===== config.mk =====
export PLATFORM = sky130hd
export DESIGN_NAME = timer_setter_flat
export DESIGN_NICKNAME = d
export VERILOG_FILES = /design/src/rtl/timer_pkg.sv /design/src/rtl/timer_setter_if.sv /design/src/rtl/timer_setter_button_edge.sv /design/src/rtl/timer_setter.sv /design/src/flat_wrapper.sv
export SDC_FILE = /design/constraint.sdc
export NUM_CORES = 1
export LEC_CHECK = 0
export ABC_AREA = 1
export BUFFER_PORTS_ARGS = -buffer_cell sky130_fd_sc_hd__buf_4
export CORE_MARGIN = 8
export CORE_UTILIZATION = 45
export CTS_BUF_LIST = sky130_fd_sc_hd__clkbuf_4 sky130_fd_sc_hd__clkbuf_8
export DETAILED_ROUTE_END_ITERATION = 10
export GPL_TIMING_DRIVEN = 0
export SETUP_SLACK_MARGIN = 0.3
export SLEW_MARGIN = 10
export SYNTH_ARGS = -nofsm -noshare
export SYNTH_HDL_FRONTEND = slang
export SYNTH_HIERARCHICAL = 1
export SYNTH_SLANG_ARGS = --single-unit

===== constraint.sdc =====
create_clock -name clk -period 5.8 [get_ports clk]
set_input_delay 0.58 -clock clk [delete_from_list [all_inputs] [get_ports clk]]
set_output_delay 0.58 -clock clk [all_outputs]
set_load 0.005 [all_outputs]

===== src/rtl/timer_pkg.sv =====
// Shared types, digit limits and sel encoding for the egg-timer setter.
// digit_step() does one BCD up/down step with wrap at a per-digit maximum.
package timer_pkg;

    typedef enum logic [1:0] {
        EDIT  = 2'd0,
        RUN   = 2'd1,
        PAUSE = 2'd2,
        ALARM = 2'd3
    } state_t;

    localparam logic [3:0] SEC_ONES_MAX = 4'd9;
    localparam logic [3:0] SEC_TENS_MAX = 4'd5;
    localparam logic [3:0] MIN_ONES_MAX = 4'd9;

    localparam logic [1:0] SEL_A1 = 2'd0;
    localparam logic [1:0] SEL_B1 = 2'd1;
    localparam logic [1:0] SEL_C1 = 2'd2;
    localparam logic [1:0] SEL_D1 = 2'd3;

    // Compare-to-limit wrap; never relies on 4-bit overflow.
    function automatic logic [3:0] digit_step(
        input logic [3:0] d,
        input logic [3:0] lim,
        input logic       up
    );
        if (up)
            return (d >= lim) ? 4'd0 : d + 4'd1;
        else
            return (d == 4'd0) ? lim : d - 4'd1;
    endfunction

endpackage


===== src/rtl/timer_setter_if.sv =====
// Button/done inputs and preset/control outputs of the timer setter.
// master: button side + counter feedback; slave: the timer_setter itself.
interface timer_setter_if;
    logic       btn_up;
    logic       btn_down;
    logic       btn_sel;
    logic       btn_start;
    logic       dn;
    logic [3:0] a1;
    logic [3:0] b1;
    logic [3:0] c1;
    logic [3:0] d1;
    logic       load;
    logic       str;
    logic       clr;
    logic [1:0] sel;
    logic       alarm;

    modport master (
        output btn_up, btn_down, btn_sel, btn_start, dn,
        input  a1, b1, c1, d1, load, str, clr, sel, alarm
    );

    modport slave (
        input  btn_up, btn_down, btn_sel, btn_start, dn,
        output a1, b1, c1, d1, load, str, clr, sel, alarm
    );
endinterface


===== src/rtl/timer_setter_button_edge.sv =====
// Rising-edge detector: press is high while btn=1 and last cycle's btn=0.
// Ports: clk, reset (sync, active high), btn in, press out.
module button_edge (
    input  logic clk,
    input  logic reset,
    input  logic btn,
    output logic press
);
    logic prev;

    always_ff @(posedge clk) begin
        if (reset) prev <= 1'b0;
        else       prev <= btn;
    end

    assign press = btn & ~prev;
endmodule


===== src/rtl/timer_setter.sv =====
// Egg-timer front end: buttons -> MM:SS preset, edit/run/pause/alarm FSM.
// Ports: clk, reset (sync, active high), bus (timer_setter_if.slave).
module timer_setter
    import timer_pkg::*;
#(
    parameter int ALARM_CYCLES = 100_000_000,
    parameter int MIN_TENS_MAX = 9
) (
    input logic           clk,
    input logic           reset,
    timer_setter_if.slave bus
);
    localparam int CW = (ALARM_CYCLES > 1) ? $clog2(ALARM_CYCLES) : 1;
    localparam logic [CW-1:0] CNT_LAST = CW'(ALARM_CYCLES - 1);
    localparam logic [3:0] MIN_TENS_LIM = 4'(MIN_TENS_MAX);

    logic p_up, p_down, p_sel, p_start;
    logic any_press, nonzero;

    state_t        state;
    logic [3:0]    dig [4];
    logic [1:0]    sel_q;
    logic          load_q, str_q, clr_q, alarm_q;
    logic [CW-1:0] acnt;
    logic [3:0]    cur_max;

    button_edge u_up    (.clk(clk), .reset(reset), .btn(bus.btn_up),    .press(p_up));
    button_edge u_down  (.clk(clk), .reset(reset), .btn(bus.btn_down),  .press(p_down));
    button_edge u_sel   (.clk(clk), .reset(reset), .btn(bus.btn_sel),   .press(p_sel));
    button_edge u_start (.clk(clk), .reset(reset), .btn(bus.btn_start), .press(p_start));

    assign any_press = p_up | p_down | p_sel | p_start;
    assign nonzero   = (dig[0] != 4'd0) || (dig[1] != 4'd0) ||
                       (dig[2] != 4'd0) || (dig[3] != 4'd0);

    always_comb begin
        cur_max = SEC_ONES_MAX;
        unique case (sel_q)
            SEL_A1: cur_max = SEC_ONES_MAX;
            SEL_B1: cur_max = SEC_TENS_MAX;
            SEL_C1: cur_max = MIN_ONES_MAX;
            SEL_D1: cur_max = MIN_TENS_LIM;
        endcase
    end

    always_ff @(posedge clk) begin
        if (reset) begin
            state   <= EDIT;
            for (int i = 0; i < 4; i++) dig[i] <= 4'd0;
            sel_q   <= SEL_A1;
            load_q  <= 1'b1;
            str_q   <= 1'b0;
            clr_q   <= 1'b0;
            alarm_q <= 1'b0;
            acnt    <= '0;
        end else begin
            clr_q <= 1'b0;
            unique case (state)
                EDIT: begin
                    // start outranks everything; an all-zero start is a no-op
                    if (p_start) begin
                        if (nonzero) begin
                            state  <= RUN;
                            load_q <= 1'b0;
                            str_q  <= 1'b1;
                        end
                    end else if (p_sel) begin
                        sel_q <= sel_q + 2'd1;
                    end else if (p_up || p_down) begin
                        dig[sel_q] <= digit_step(dig[sel_q], cur_max, p_up);
                    end
                end
                RUN: begin
                    if (bus.dn) begin
                        state   <= ALARM;
                        str_q   <= 1'b0;
                        alarm_q <= 1'b1;
                        acnt    <= '0;
                    end else if (p_start) begin
                        state <= PAUSE;
                        str_q <= 1'b0;
                    end
                end
                PAUSE: begin
                    if (p_start) begin
                        state <= RUN;
                        str_q <= 1'b1;
                    end else if (p_sel) begin
                        state  <= EDIT;
                        load_q <= 1'b1;
                    end
                end
                ALARM: begin
                    if (any_press || acnt == CNT_LAST) begin
                        state   <= EDIT;
                        alarm_q <= 1'b0;
                        load_q  <= 1'b1;
                        clr_q   <= 1'b1;
                        acnt    <= '0;
                    end else begin
                        acnt <= acnt + 1'b1;
                    end
                end
                default: state <= EDIT;
            endcase
        end
    end

    assign bus.a1    = dig[0];
    assign bus.b1    = dig[1];
    assign bus.c1    = dig[2];
    assign bus.d1    = dig[3];
    assign bus.sel   = sel_q;
    assign bus.load  = load_q;
    assign bus.str   = str_q;
    assign bus.clr   = clr_q;
    assign bus.alarm = alarm_q;
endmodule


===== src/flat_wrapper.sv =====
// flat-port wrapper written by rule: the top's interface ports become plain ports
module timer_setter_flat import timer_pkg::*;
#(
    parameter int ALARM_CYCLES = 100_000_000,
    parameter int MIN_TENS_MAX = 9
)
  (clk, reset, bus_btn_up, bus_btn_down, bus_btn_sel, bus_btn_start, bus_dn, bus_a1, bus_b1, bus_c1, bus_d1, bus_load, bus_str, bus_clr, bus_sel, bus_alarm);
  timer_setter_if bus_i ();
  input logic clk;
  input logic reset;
  input wire logic [$bits(bus_i.btn_up)-1:0] bus_btn_up;
  input wire logic [$bits(bus_i.btn_down)-1:0] bus_btn_down;
  input wire logic [$bits(bus_i.btn_sel)-1:0] bus_btn_sel;
  input wire logic [$bits(bus_i.btn_start)-1:0] bus_btn_start;
  input wire logic [$bits(bus_i.dn)-1:0] bus_dn;
  output wire logic [$bits(bus_i.a1)-1:0] bus_a1;
  output wire logic [$bits(bus_i.b1)-1:0] bus_b1;
  output wire logic [$bits(bus_i.c1)-1:0] bus_c1;
  output wire logic [$bits(bus_i.d1)-1:0] bus_d1;
  output wire logic [$bits(bus_i.load)-1:0] bus_load;
  output wire logic [$bits(bus_i.str)-1:0] bus_str;
  output wire logic [$bits(bus_i.clr)-1:0] bus_clr;
  output wire logic [$bits(bus_i.sel)-1:0] bus_sel;
  output wire logic [$bits(bus_i.alarm)-1:0] bus_alarm;
  assign bus_i.btn_up = bus_btn_up;
  assign bus_i.btn_down = bus_btn_down;
  assign bus_i.btn_sel = bus_btn_sel;
  assign bus_i.btn_start = bus_btn_start;
  assign bus_i.dn = bus_dn;
  assign bus_a1 = bus_i.a1;
  assign bus_b1 = bus_i.b1;
  assign bus_c1 = bus_i.c1;
  assign bus_d1 = bus_i.d1;
  assign bus_load = bus_i.load;
  assign bus_str = bus_i.str;
  assign bus_clr = bus_i.clr;
  assign bus_sel = bus_i.sel;
  assign bus_alarm = bus_i.alarm;
  timer_setter #(.ALARM_CYCLES(ALARM_CYCLES), .MIN_TENS_MAX(MIN_TENS_MAX)) u_core (.clk(clk), .reset(reset), .bus(bus_i));
endmodule

# --- Word-level counts from Yosys, hierarchy flattened ---
# Memory sizes are Yosys's and may differ from the RTL's. A register that Yosys moved wholly into a read port is not among the register bits.
# Index checks and enable logic that the tools add are counted.
op_classes:
  eq_ne: 16
  bitwise_logic: 13
  order_cmp: 1
  add_sub_neg: 4
  n_reduce_logical: 24
  mux: 49
op_table:
  columns: ["operator", "n"]
  rows:
  - ["two-way mux 27 bit", 2]
  - ["one-hot mux 27 bit (2 select lines)", 1]
  - ["two-way mux 4 bit", 9]
  - ["adder 27 x 1 -> 27 bit (second input constant)", 1]
  - ["== test 27 bit (second input constant)", 1]
  - ["two-way mux 1 bit", 22]
  - ["two-way mux 2 bit", 10]
  - ["nonzero test 4 bit", 4]
  - ["inequality test 2 x 1 -> 1 bit (second input constant)", 5]
  - ["AND reduction 5 bit", 2]
  - ["== test 2 bit (second input constant)", 4]
  - ["one-hot mux 2 bit (4 select lines)", 1]
  - ["one-hot mux 4 bit (2 select lines)", 1]
  - ["NOT 1 bit", 6]
  - ["one-hot mux 1 bit (3 select lines)", 2]
  - ["AND reduction 3 bit", 2]
  - ["AND reduction 6 bit", 1]
  - ["nonzero test 3 bit", 2]
  - ["logical OR 1 bit", 5]
  - ["adder 4 x 1 -> 4 bit (second input constant)", 1]
  - ["AND 1 bit", 4]
  - ["== test 2 x 1 -> 1 bit (second input constant)", 2]
  - [">= comparator 4 bit", 1]
  - ["logical NOT 2 bit", 2]
  - ["13 further kinds", 16]
word_totals:
  ramBits: 16
  memories: 1
  register_bits: 39
  inputBits: 7
  elab_cells: 119
mem_list:
  columns: ["memory", "depth", "width", "read_ports", "rd_ports_with_merged_regs", "write_ports", "line_no", "source"]
  rows:
  - ["u_core.dig", 4, 4, 5, 1, 4, "timer_setter.sv:21", "logic [3:0] dig [4];"]

# --- Depth between registers and ports, before layout ---
depth:
  word_depth: 12
  depth_mapped: 19

# --- Hierarchy ---
# The synthesis kept the hierarchy.
by_module_without_submodules:
  columns: ["module", "cells_each", "n_inst", "area_each_um2"]
  rows:
  - ["timer_setter", 488, 1, 3274.4]
  - ["button_edge", 4, 4, 31.3]

# --- Worst setup path before layout ---
# No wires, ideal clock.
synth_timing:
  path_type: "input to register"
  startpoint: "input port bus_btn_up"
  endpoint: "memory u_core.dig[1][0] (enable)"
  path_slack_ns: 3.906
  n_path_buf: 0
  cell_stages: 8
  t_arrival_ns: 1.586
  path_cell_list: "inv_1 > nor2_1 > nor2_1 > inv_1 > nand3_1 > nor2_1 > nand3_1 > nand2_1"
synth_lines:
  columns: ["item", "line_no", "source"]
  rows:
  - ["start, declared", "flat_wrapper.sv:11", "input wire logic [$bits(bus_i.btn_up)-1:0] bus_btn_up;"]
  - ["end, declared", "timer_setter.sv:21", null]

==> results.txt <==
The number of failing hold endpoints at the final stage came out at 0. For this run, the top clock speed supported by timing is roughly 0.45 GHz. Clock-pin slew was measured on the worst setup and hold paths at approximately 0.07 ns.

The repair_antennas step left the layout with diodes totalling 0. The sequential-to-total area share from yosys stat is 0.3828. The worst stage delay on the critical path is 0.36 ns.

The worst hold path terminates at u_core/u_up/prev. The layout net count came out at 558. The quantity of hold-fixing buffers added after cts is 0. The average instance area after synthesis came out at 6.745 um2. The worst slack at placement came out at 3.418 ns. The total number of yosys warnings came out at 6. Clock tree synthesis selected as its root buffer the cell sky130_fd_sc_hd__clkbuf_8.

The final setup violation count is 0. The final-report max-slew violation count came out at 0. Clock tree synthesis found a total of 57 sinks.

The number of buffers inserted during clock tree synthesis came out at 9. The worst setup path is captured at a flip-flop. 29 I/O pins were placed. The number of DRC markers in iteration 0 came out at 163. From synthesis to final layout, the design area changed by 15.05%.

TritonCTS built the clock tree. The floorplan step defined a core boundary enclosing 7292 um2. Wires add up to 8.237 mm. The number of detailed-routing iterations run before antenna repair came out at 5.

The first global-routing pass estimated 14.03 mm of wire. Setup repair after global routing left no endpoint under its margin. The die covers about 11000 um2.

The remaining design rule violation count came out at 0. The global placer's final weighted congestion came out at 0.9022. The average wire per standard cell came out at between 10 and 15 um. The height of the chip came out at 102.9 um. Summing over every cut layer, the via total after detailed routing is 3231. Counting stages on the worst path, the most repeated cell is sky130_fd_sc_hd__nand2_1. In this run the most critical hold path is launched from reset. Walking the worst path, the cells encountered are buf_4 > nand2_1 > nand3_1 > nand2_1 > ha_1 > nand2_1 > nand2_1 > nand2_1 > nand2_1 > nand2_1 > nand2_1 > nand2_1 > nand2_1 > nand2_1 > nor2_1 > nand2_1 > nor2_1. The number of global-route vias before repair came out at slightly above 3000.

For this design, the slowest cell found on the critical path is sky130_fd_sc_hd__dfxtp_1. The overall power after layout is roughly 1.1 mW. Of the cells placed in the final design, the portion with a size suffix greater than 1 is 0.1369. The clock reaches the later pin of the worst-skew pair after 0.33 ns. The clock period could shrink to 2.218 ns. The initial antenna violation count is 0. The final clock skew is roughly 0.0077 ns.

The net count after synthesis came out at 519. The die is 102.9 um wide. The worst hold-check path type is primary input to flip-flop. The gate count of the mapped netlist is 504.

The relative slew slack is 0.5605. The share of the clock period used by the worst path after layout came out at 0.3825. The number of gates resized after CTS came out at 0.

The endpoint arrival time on the critical path is 2.30 ns. Summed over all layers, the global routing overflow is 0. The worst setup margin is 3.582 ns.

Summed over all cells, the static leakage comes to roughly 1.6 nW. The maximum root-to-sink buffer count is 2. The maximum ir drop on the vdd rail is around 0.11 mV. The initialized floorplan defines 31 standard-cell rows. The antenna violation net count after detailed routing is 0. The number of buffer cells added on primary ports came out at 28.

The distinct cell type count after synthesis came out at 33. In the layout the commonest cells are sky130_fd_sc_hd__nand2_1 (141), sky130_fd_sc_hd__nor2_1 (81), sky130_fd_sc_hd__inv_1 (53). The run finished with clean final reports. The pin slew with the least headroom to its limit is 0.6537 ns. The library cell used most frequently in the layout, excluding fill and tap cells, is sky130_fd_sc_hd__nand2_1. The placed wire-length estimate after detailed placement is ~6.5 mm. In the global route stage, overall resource usage came out at 0.1688. The effective utilization at floorplan came out at 0.4662. The setup TNS after final layout came out at 0 ns.

The critical path is of the flip-flop to flip-flop type. The H-tree depth is 3. The final hold slack came out at 0.4376 ns. The reg2reg setup slack is 3.58 ns. The power density over the cells is between 200 and 300 nW/um2.

The pin count of the biggest net entering global routing came out at 12. The number of vias per cell after detailed routing came out at 4.994. The count of cells along the worst hold path came out at 2. The endpoint identified for the worst register-to-register timing path is u_core/dig[0][3].

The path depth of the worst reg2reg path came out at 17. Max-cap violations in this run came to 0. The required time of the critical path came out at 5.88 ns.

The worst setup path is launched from a flip-flop. The largest fanout on the critical path came out at 10. The number of setup buffers added after CTS is 0. In this run, synthesis produced a sequential element count of 57. The mapped cell area came out at 3400 um2.
## critical path: cells and delay by family (launching register included)
family                   cells  cell delay (ns)
AND/OR/NAND/NOR             15             1.16
flip-flops                   1             0.36
adder cells (fa/ha/maj)      1             0.26
buffers and inverters        1             0.18
## per-layer routing
layer | track usage | part of all wire | up-vias
met4 | 0.09010 | 0.016 | 0
met3 | 0.02498 | 0.039 | 14
li1 | - | - | 1696
met2 | 0.3052 | 0.51 | 56
met1 | 0.1858 | 0.43 | 1465
met5 | 0 | 0 | -
## state kept, by name, indices dropped and copies added, names as in the netlist, named ones only
| signal | flops |
|---|---|
| u_core/bus.sel | 2 |
| u_core/bus.str | 1 |
| u_core/u_down/prev | 1 |
| u_core/u_sel/prev | 1 |
| u_core/acnt | 27 |
| u_core/u_start/prev | 1 |
| u_core/bus.clr | 1 |
| u_core/state | 2 |
| u_core/dig | 16 |
| u_core/bus.alarm | 1 |
| u_core/bus.load | 1 |
| u_core/u_up/prev | 1 |
## cell usage after synthesis, drive strengths merged
cell	number	area share
xor2	8	0.021
dfxtp	41	0.24
or2	6	0.011
nand3b	2	0.0044
buf	6	0.013
edfxtp	16	0.14
clkbuf	4	0.0044
nor4	1	0.0018
o21ai	8	0.012
xnor2	4	0.010
nor2	88	0.11
o21a	3	0.0066
a21boi	1	0.0022
nand3	49	0.077
nand4	11	0.020
nand2	147	0.17
a21oi	29	0.044
o31ai	1	0.0022
inv	57	0.064
nor3	14	0.021
ha	8	0.029
## logic make-up after synthesis
group | synth area share
buffers and inverters | 0.08134
XOR/XNOR | 0.03092
AND/OR/NAND/NOR | 0.4089
adder cells (fa/ha/maj) | 0.02945
AO/OA/AOI/OAI | 0.06662
flip-flops | 0.3828
## report_power, final
| part | total (mW) | internal [mW] | switching, mW |
|---|---|---|---|
| registers | 0.462 | 0.438 | 0.0243 |
| clock network | 0.330 | 0.170 | 0.161 |
| logic | 0.291 | 0.104 | 0.187 |
| total | 1.08 | 0.711 | 0.372 |
## worst max path at each step
stage	startpoint	endpoint	slack, ns	depth (start not counted)
floorplan	bus_btn_up	u_core/dig[1][0]	3.91	8
global placement	bus_btn_up	u_core/dig[1][0]	3.46	9
detailed placement	bus_btn_up	u_core/dig[1][0]	3.42	9
CTS	flip-flop	u_core/dig[0][3]	3.57	17
global route	flip-flop	u_core/dig[1][0]	3.33	18
finish	flip-flop	u_core/dig[0][3]	3.58	17
## metrics by stage
step           cell area, um2    util  instances
6_report                 3911  0.5364        647
5_1_grt                  3911  0.5364        647
4_1_cts                  3911  0.5364        647
3_5_place_dp             3734  0.5120        631
3_3_place_gp             3734  0.5120        631
2_1_floorplan            3400       -        504
## final cells by class
class                   count  area (um2)
plain buffers              10       57.56
inverters                  57       219.0
repair buffers             28       210.2
clock buffers              11       145.1
flip-flops and latches     57        1301
well taps                  99       123.9
clock inverters             5       32.53
multi-input cells         380        1822
fillers                   759        3381
No activity file was read; power rests on OpenSTA's default activity.
